==> src/rtl/uart_tx_sched_if.sv <==
// Handshake bundle between the system controller, the byte scheduler and
// the UART TX. The master side drives requests and the UART busy flag.
// The slave side is the scheduler.
interface uart_tx_sched_if #(
    parameter int DATA_WIDTH = 8
);
    logic                    alu_valid;
    logic [2*DATA_WIDTH-1:0] alu_data;
    logic                    alu_ack;
    logic                    reg_valid;
    logic [DATA_WIDTH-1:0]   reg_data;
    logic                    reg_ack;
    logic [DATA_WIDTH-1:0]   tx_data;
    logic                    tx_valid;
    logic                    tx_busy;
    logic                    sched_busy;
    logic                    timeout_err;

    modport master (
        output alu_valid, alu_data, reg_valid, reg_data, tx_busy,
        input  alu_ack, reg_ack, tx_data, tx_valid, sched_busy, timeout_err
    );

    modport slave (
        input  alu_valid, alu_data, reg_valid, reg_data, tx_busy,
        output alu_ack, reg_ack, tx_data, tx_valid, sched_busy, timeout_err
    );
endinterface

==> src/rtl/uart_tx_sched.sv <==
// Byte scheduler in front of the UART TX.
// Two requesters are served round-robin: the ALU requester sends a
// double-width result as two bytes (low byte first), and the register
// requester sends one byte. Each byte is loaded with a one-cycle tx_valid
// pulse. The scheduler waits for the UART to report busy and then idle
// before it sends the next byte. If busy never rises, the scheduler aborts
// the remaining bytes of that request.
module uart_tx_sched #(
    parameter int DATA_WIDTH   = 8,
    parameter int BUSY_TIMEOUT = 16
) (
    input  logic            clk,
    input  logic            RST,
    uart_tx_sched_if.slave  bus
);
    localparam int DW = DATA_WIDTH;
    localparam int TW = $clog2(BUSY_TIMEOUT + 1);
    localparam logic [TW-1:0] TO_LAST = TW'(BUSY_TIMEOUT - 1);

    typedef enum logic [1:0] {IDLE, SEND, WAIT_HI, WAIT_LO} state_t;
    typedef enum logic       {GRANT_ALU, GRANT_REG} grant_t;

    state_t            state_q, state_d;
    grant_t            last_grant_q, last_grant_d;
    logic [2*DW-1:0]   buf_q, buf_d;
    logic [1:0]        byte_cnt_q, byte_cnt_d;
    logic [TW-1:0]     to_cnt_q, to_cnt_d;
    logic [DW-1:0]     tx_data_q, tx_data_d;
    logic              tx_valid_q, tx_valid_d;
    logic              alu_ack_q, alu_ack_d;
    logic              reg_ack_q, reg_ack_d;
    logic              sched_busy_q, sched_busy_d;
    logic              timeout_err_q, timeout_err_d;

    // Next-state and next-output computation for the scheduler FSM
    always_comb begin
        // NOTE: every signal gets a default first so no path leaves one unassigned (no latch).
        state_d       = state_q;
        last_grant_d  = last_grant_q;
        buf_d         = buf_q;
        byte_cnt_d    = byte_cnt_q;
        to_cnt_d      = to_cnt_q;
        tx_data_d     = tx_data_q;
        tx_valid_d    = 1'b0;
        alu_ack_d     = 1'b0;
        reg_ack_d     = 1'b0;
        timeout_err_d = 1'b0;

        case (state_q)
            IDLE: begin
                // On a tie, the ALU wins unless it was the last requester served.
                if (bus.alu_valid && (!bus.reg_valid || last_grant_q == GRANT_REG)) begin
                    buf_d        = bus.alu_data;
                    alu_ack_d    = 1'b1;
                    last_grant_d = GRANT_ALU;
                    byte_cnt_d   = 2'd2;
                    state_d      = SEND;
                end else if (bus.reg_valid) begin
                    buf_d        = {{DW{1'b0}}, bus.reg_data};
                    reg_ack_d    = 1'b1;
                    last_grant_d = GRANT_REG;
                    byte_cnt_d   = 2'd1;
                    state_d      = SEND;
                end
            end
            SEND: begin
                // Hold off while the UART is still shifting a previous frame.
                if (!bus.tx_busy) begin
                    tx_data_d  = buf_q[DW-1:0];
                    tx_valid_d = 1'b1;
                    to_cnt_d   = '0;
                    state_d    = WAIT_HI;
                end
            end
            WAIT_HI: begin
                to_cnt_d = to_cnt_q + TW'(1);
                if (bus.tx_busy) begin
                    state_d = WAIT_LO;
                end else if (to_cnt_q == TO_LAST) begin
                    timeout_err_d = 1'b1;
                    byte_cnt_d    = 2'd0;
                    state_d       = IDLE;
                end
            end
            WAIT_LO: begin
                if (!bus.tx_busy) begin
                    byte_cnt_d = byte_cnt_q - 2'd1;
                    if (byte_cnt_q != 2'd1) begin
                        buf_d   = buf_q >> DW;
                        state_d = SEND;
                    end else begin
                        state_d = IDLE;
                    end
                end
            end
            default: state_d = IDLE;
        endcase

        sched_busy_d = (state_d != IDLE);
    end

    // State and registered outputs, cleared asynchronously by RST
    always_ff @(posedge clk or negedge RST) begin
        if (!RST) begin
            state_q       <= IDLE;
            last_grant_q  <= GRANT_REG;
            buf_q         <= '0;
            byte_cnt_q    <= '0;
            to_cnt_q      <= '0;
            tx_data_q     <= '0;
            tx_valid_q    <= 1'b0;
            alu_ack_q     <= 1'b0;
            reg_ack_q     <= 1'b0;
            sched_busy_q  <= 1'b0;
            timeout_err_q <= 1'b0;
        end else begin
            // NOTE: non-blocking assignments so all flops update from the same pre-edge values.
            state_q       <= state_d;
            last_grant_q  <= last_grant_d;
            buf_q         <= buf_d;
            byte_cnt_q    <= byte_cnt_d;
            to_cnt_q      <= to_cnt_d;
            tx_data_q     <= tx_data_d;
            tx_valid_q    <= tx_valid_d;
            alu_ack_q     <= alu_ack_d;
            reg_ack_q     <= reg_ack_d;
            sched_busy_q  <= sched_busy_d;
            timeout_err_q <= timeout_err_d;
        end
    end

    assign bus.tx_data     = tx_data_q;
    assign bus.tx_valid    = tx_valid_q;
    assign bus.alu_ack     = alu_ack_q;
    assign bus.reg_ack     = reg_ack_q;
    assign bus.sched_busy  = sched_busy_q;
    assign bus.timeout_err = timeout_err_q;
endmodule

==> src/flat_wrapper.sv <==
// flat-port wrapper written by rule: the top's interface ports become plain ports
module uart_tx_sched_flat 
#(
    parameter int DATA_WIDTH   = 8,
    parameter int BUSY_TIMEOUT = 16
)
  (clk, RST, bus_alu_valid, bus_alu_data, bus_reg_valid, bus_reg_data, bus_tx_busy, bus_alu_ack, bus_reg_ack, bus_tx_data, bus_tx_valid, bus_sched_busy, bus_timeout_err);
  uart_tx_sched_if #(.DATA_WIDTH(DATA_WIDTH)) bus_i ();
  input  logic clk;
  input  logic RST;
  input wire logic [$bits(bus_i.alu_valid)-1:0] bus_alu_valid;
  input wire logic [$bits(bus_i.alu_data)-1:0] bus_alu_data;
  input wire logic [$bits(bus_i.reg_valid)-1:0] bus_reg_valid;
  input wire logic [$bits(bus_i.reg_data)-1:0] bus_reg_data;
  input wire logic [$bits(bus_i.tx_busy)-1:0] bus_tx_busy;
  output wire logic [$bits(bus_i.alu_ack)-1:0] bus_alu_ack;
  output wire logic [$bits(bus_i.reg_ack)-1:0] bus_reg_ack;
  output wire logic [$bits(bus_i.tx_data)-1:0] bus_tx_data;
  output wire logic [$bits(bus_i.tx_valid)-1:0] bus_tx_valid;
  output wire logic [$bits(bus_i.sched_busy)-1:0] bus_sched_busy;
  output wire logic [$bits(bus_i.timeout_err)-1:0] bus_timeout_err;
  assign bus_i.alu_valid = bus_alu_valid;
  assign bus_i.alu_data = bus_alu_data;
  assign bus_i.reg_valid = bus_reg_valid;
  assign bus_i.reg_data = bus_reg_data;
  assign bus_i.tx_busy = bus_tx_busy;
  assign bus_alu_ack = bus_i.alu_ack;
  assign bus_reg_ack = bus_i.reg_ack;
  assign bus_tx_data = bus_i.tx_data;
  assign bus_tx_valid = bus_i.tx_valid;
  assign bus_sched_busy = bus_i.sched_busy;
  assign bus_timeout_err = bus_i.timeout_err;
  uart_tx_sched #(.DATA_WIDTH(DATA_WIDTH), .BUSY_TIMEOUT(BUSY_TIMEOUT)) u_core (.clk(clk), .RST(RST), .bus(bus_i));
endmodule
==> config.mk <==
export PLATFORM = sky130hd
export DESIGN_NAME = uart_tx_sched_flat
export DESIGN_NICKNAME = d
export VERILOG_FILES = /design/src/rtl/uart_tx_sched_if.sv /design/src/rtl/uart_tx_sched.sv /design/src/flat_wrapper.sv
export SDC_FILE = /design/constraint.sdc
export NUM_CORES = 1
export LEC_CHECK = 0
export ABC_AREA = 1
export CORE_UTILIZATION = 50
export DETAILED_ROUTE_END_ITERATION = 8
export PLACE_DENSITY = 0.8
export RECOVER_POWER = 100
export SLEW_MARGIN = 0
export SYNTH_ARGS = -nofsm -noshare
export SYNTH_HDL_FRONTEND = slang
export SYNTH_SLANG_ARGS = --single-unit
==> constraint.sdc <==
create_clock -name clk -period 4.2 [get_ports clk]
set_clock_uncertainty 0.2 [all_clocks]
set_input_delay 0.63 -clock clk [delete_from_list [all_inputs] [get_ports clk]]
set_output_delay 0.63 -clock clk [all_outputs]
set_load 0.01 [all_outputs]
==> qor.txt <==
outcome - finished, violations left
failing checks - capacitance limit, slew limit
CTS Sinks - 39
Net Count, Synth - 257
Crit path top cell by count - nand2_1
final instance area - 2280 µm²
Die ar. - 3860 µm²
Crit path buffers/inverters - 2
fill count - 290
Yosys top cell area share - 52.6%
reg-to-reg startpoint - u_core.state_q[0]
chip width - 62.1 µm
final setup TNS - 0 ps
startpoint type of the worst setup path - primary input
unique cell type count in the Yosys netlist - 21
power per cell area - 629 nW/µm²
Crit Path Class - primary input to register
n_diodes - 0
VDD IR max - 350 µV
gr ovfl total - 0
yosys warns - 0
first-pass GRT wire length - 6220 µm
Detailed Route Iter0 Violations - 98
#FFs+latches synth - 39
CP Data Required Time - 4250 ps
Max-Cap Viols - 1
worst setup path start - bus_alu_valid
sequential area share after synthesis - 54.0%
ranking of synthesized cells by area - dfrtp_1 53%, nand2_1 19%, nand3_1 10%, inv_1 2.9%, or2_2 2.8%
# Post-CTS Setup Buffers - 0
via count - 1543
Vias/cell - 4.93
Lkg Pwr - 1.20 nW
Initial Utilization - 53.3%
DRT Pass-1 Iters - 4
most common library cells after synthesis - 90 x nand2_1, 38 x dfrtp_1, 37 x nand3_1
initial antenna violation count - 0
Hold-fix buffers, CTS - 0
port buffer count - 41
Top delay family on crit path - simple AND/OR/NAND/NOR gates
Routed WL - 3540 µm
syn_area_per_cell - 8.04 µm²
CTS tree - yes
endpoints failing setup - 0
largest net degree at the start of global routing - 40
master of the slowest instance on the critical path - nor2_1
Die Ht - 62.1 µm
DRC viols - 0
fin. max-slew vios - 40
Rows - 21
GRT Util Overall - 20.9%
Nets - 299
hold violation count in the final report - 0
CP cell instances - dlygate4sd3_1, nor2_1, nand2_1, nand2_1, nor2_1, inv_2, nand2_1, nand2_1
clk slew on worst S/H paths - 110 ps
Root Buffer - clkbuf_4
leading area contributor after synthesis - dfrtp_1
Setup WS pre-CTS - 1550 ps
Final period util - 70.1%
most frequent cell after synthesis - nand2_1
top_reg_cell synth - dfrtp_1
final setup margin - 1260 ps
Final Critical Period - 2940 ps
Post-synth ARST share - 100%
H-tree level count - 2
vias in the first global route - 1380
Clock Latency Late Sink - 350 ps
Crit Path Max Fanout - 17
deepest clock path buffer count - 2
DPL Wire Length - 2580 µm
area delta synth->final - 26.4%
IO Count - 42
worst path arrival time - 2990 ps
worst hold start - u_core.last_grant_q
fraction of layout cells with a size suffix above 1 - 6.74%
CTS buffer count - 5
actual slew at the worst max-slew pin - 1930 ps
Post-CTS Resized - 0
Hold WC Path Type - register to register
Synth Instances - 225
crit path capture type - register
Placed Area - 2240 µm²
EDFF count, synth - 0
WL per Instance - 11.3 µm
Max Clock Freq - 0.340 GHz
Final ANT Viol Nets - 0
Largest stage delay, worst path - 820 ps
Slew HR - -28.7%
CORE AREA - 3390 µm²
GP Congestion - 0.821
Mapped Area - 1810 µm²
unrepaired setup endpoints after global routing - no
## metrics by stage
step	std cells	total power, mW	utilization (%)	hold slack (ps)
3_3_place_gp	306	1.25	66.0	255
5_1_grt	313	1.59	67.4	302
2_1_floorplan	225	1.08	-	134
3_5_place_dp	306	1.28	66.0	263
4_1_cts	313	1.47	67.7	187
6_report	313	1.44	67.4	277
## cell families (layout without fill, tap and decap cells)
group	count (synthesis)	count (layout)	synth area share (%)
fa+ha+maj	3	3	2.08
buf+inv	22	64	5.19
simple gates	150	150	35.6
compound gates	11	11	3.11
flops	39	39	54.0
## final timing paths
kind	slack (ps)	depth (start not counted)	end
max reg2reg	1600	7	u_core.buf_q[15]
min	280	2	u_core.last_grant_q
min in group asynchronous	600	1	u_core.byte_cnt_q[1]
max in group asynchronous	2080	1	u_core.bus.tx_data[2]
min reg2reg	280	2	u_core.last_grant_q
max	1260	8	u_core.buf_q[15]
## worst reg2reg max path, cell delays in order (launching register included)
cell and delay (ps):
dfrtp_1 460, nand2_2 220, nor2_1 210, nor2_1 60, nor2_1 800, inv_2 320
nand2_1 150, nand2_1 70
## routing by layer
layer / global-route usage, % / routed length [µm] / vias up
li1: - / - / 800
met1: 28.9 / 1660 / 687
met2: 31.6 / 1630 / 49
met3: 5.51 / 186 / 7
met4: 7.85 / 62 / 0
met5: 0 / 0 / -
## state kept, by name (all words and copies together) (netlist names)
name / cells
u_core.buf_q: 16
u_core.bus.alu_ack: 1
u_core.bus.reg_ack: 1
u_core.bus.sched_busy: 1
u_core.bus.timeout_err: 1
u_core.bus.tx_data: 8
u_core.bus.tx_valid: 1
u_core.byte_cnt_q: 2
u_core.last_grant_q: 1
u_core.state_q: 2
u_core.to_cnt_q: 5
## cells in the final DEF (no fill, tap or decap)
cell             synthesis  final
o21ai_0                  6      6
or2_2                    8      8
inv_2                    1      1
nor2_1                  11     12
clkinv_2                 0      1
clkdlybuf4s50_1          0     24
dfstp_2                  1      1
clkbuf_1                 1      1
clkbuf_4                 0      5
nand2_2                  1      1
nand4_1                  1      1
o22ai_1                  1      1
a21oi_1                  3      3
dlygate4sd3_1            0     16
o21ai_1                  1      1
ha_1                     3      3
clkbuf_8                 0      1
nor3_1                   1      1
nand3_1                 37     37
dfrtp_1                 38     38
inv_1                   14     14
nand2_1                 90     90
clkinv_1                 1      1
## where the power goes
part	total (mW)	leakage, nW	internal, mW	switching (mW)
logic	0.630	0.662	0.249	0.381
clock network	0.196	0.0341	0.0776	0.118
registers	0.612	0.500	0.528	0.0835
## final cells by class
cell class | count | area, µm² | share of cell area (%)
sequential | 39 | 977 | 42.8
multi-input combinational | 164 | 729 | 31.9
timing repair buffer | 41 | 404 | 17.7
inverter | 16 | 60.1 | 2.63
tap | 46 | 57.6 | 2.52
clock buffer | 6 | 51.3 | 2.25
clock inverter | 1 | 5.00 | 0.219
No activity file was read; power rests on OpenSTA's default activity.
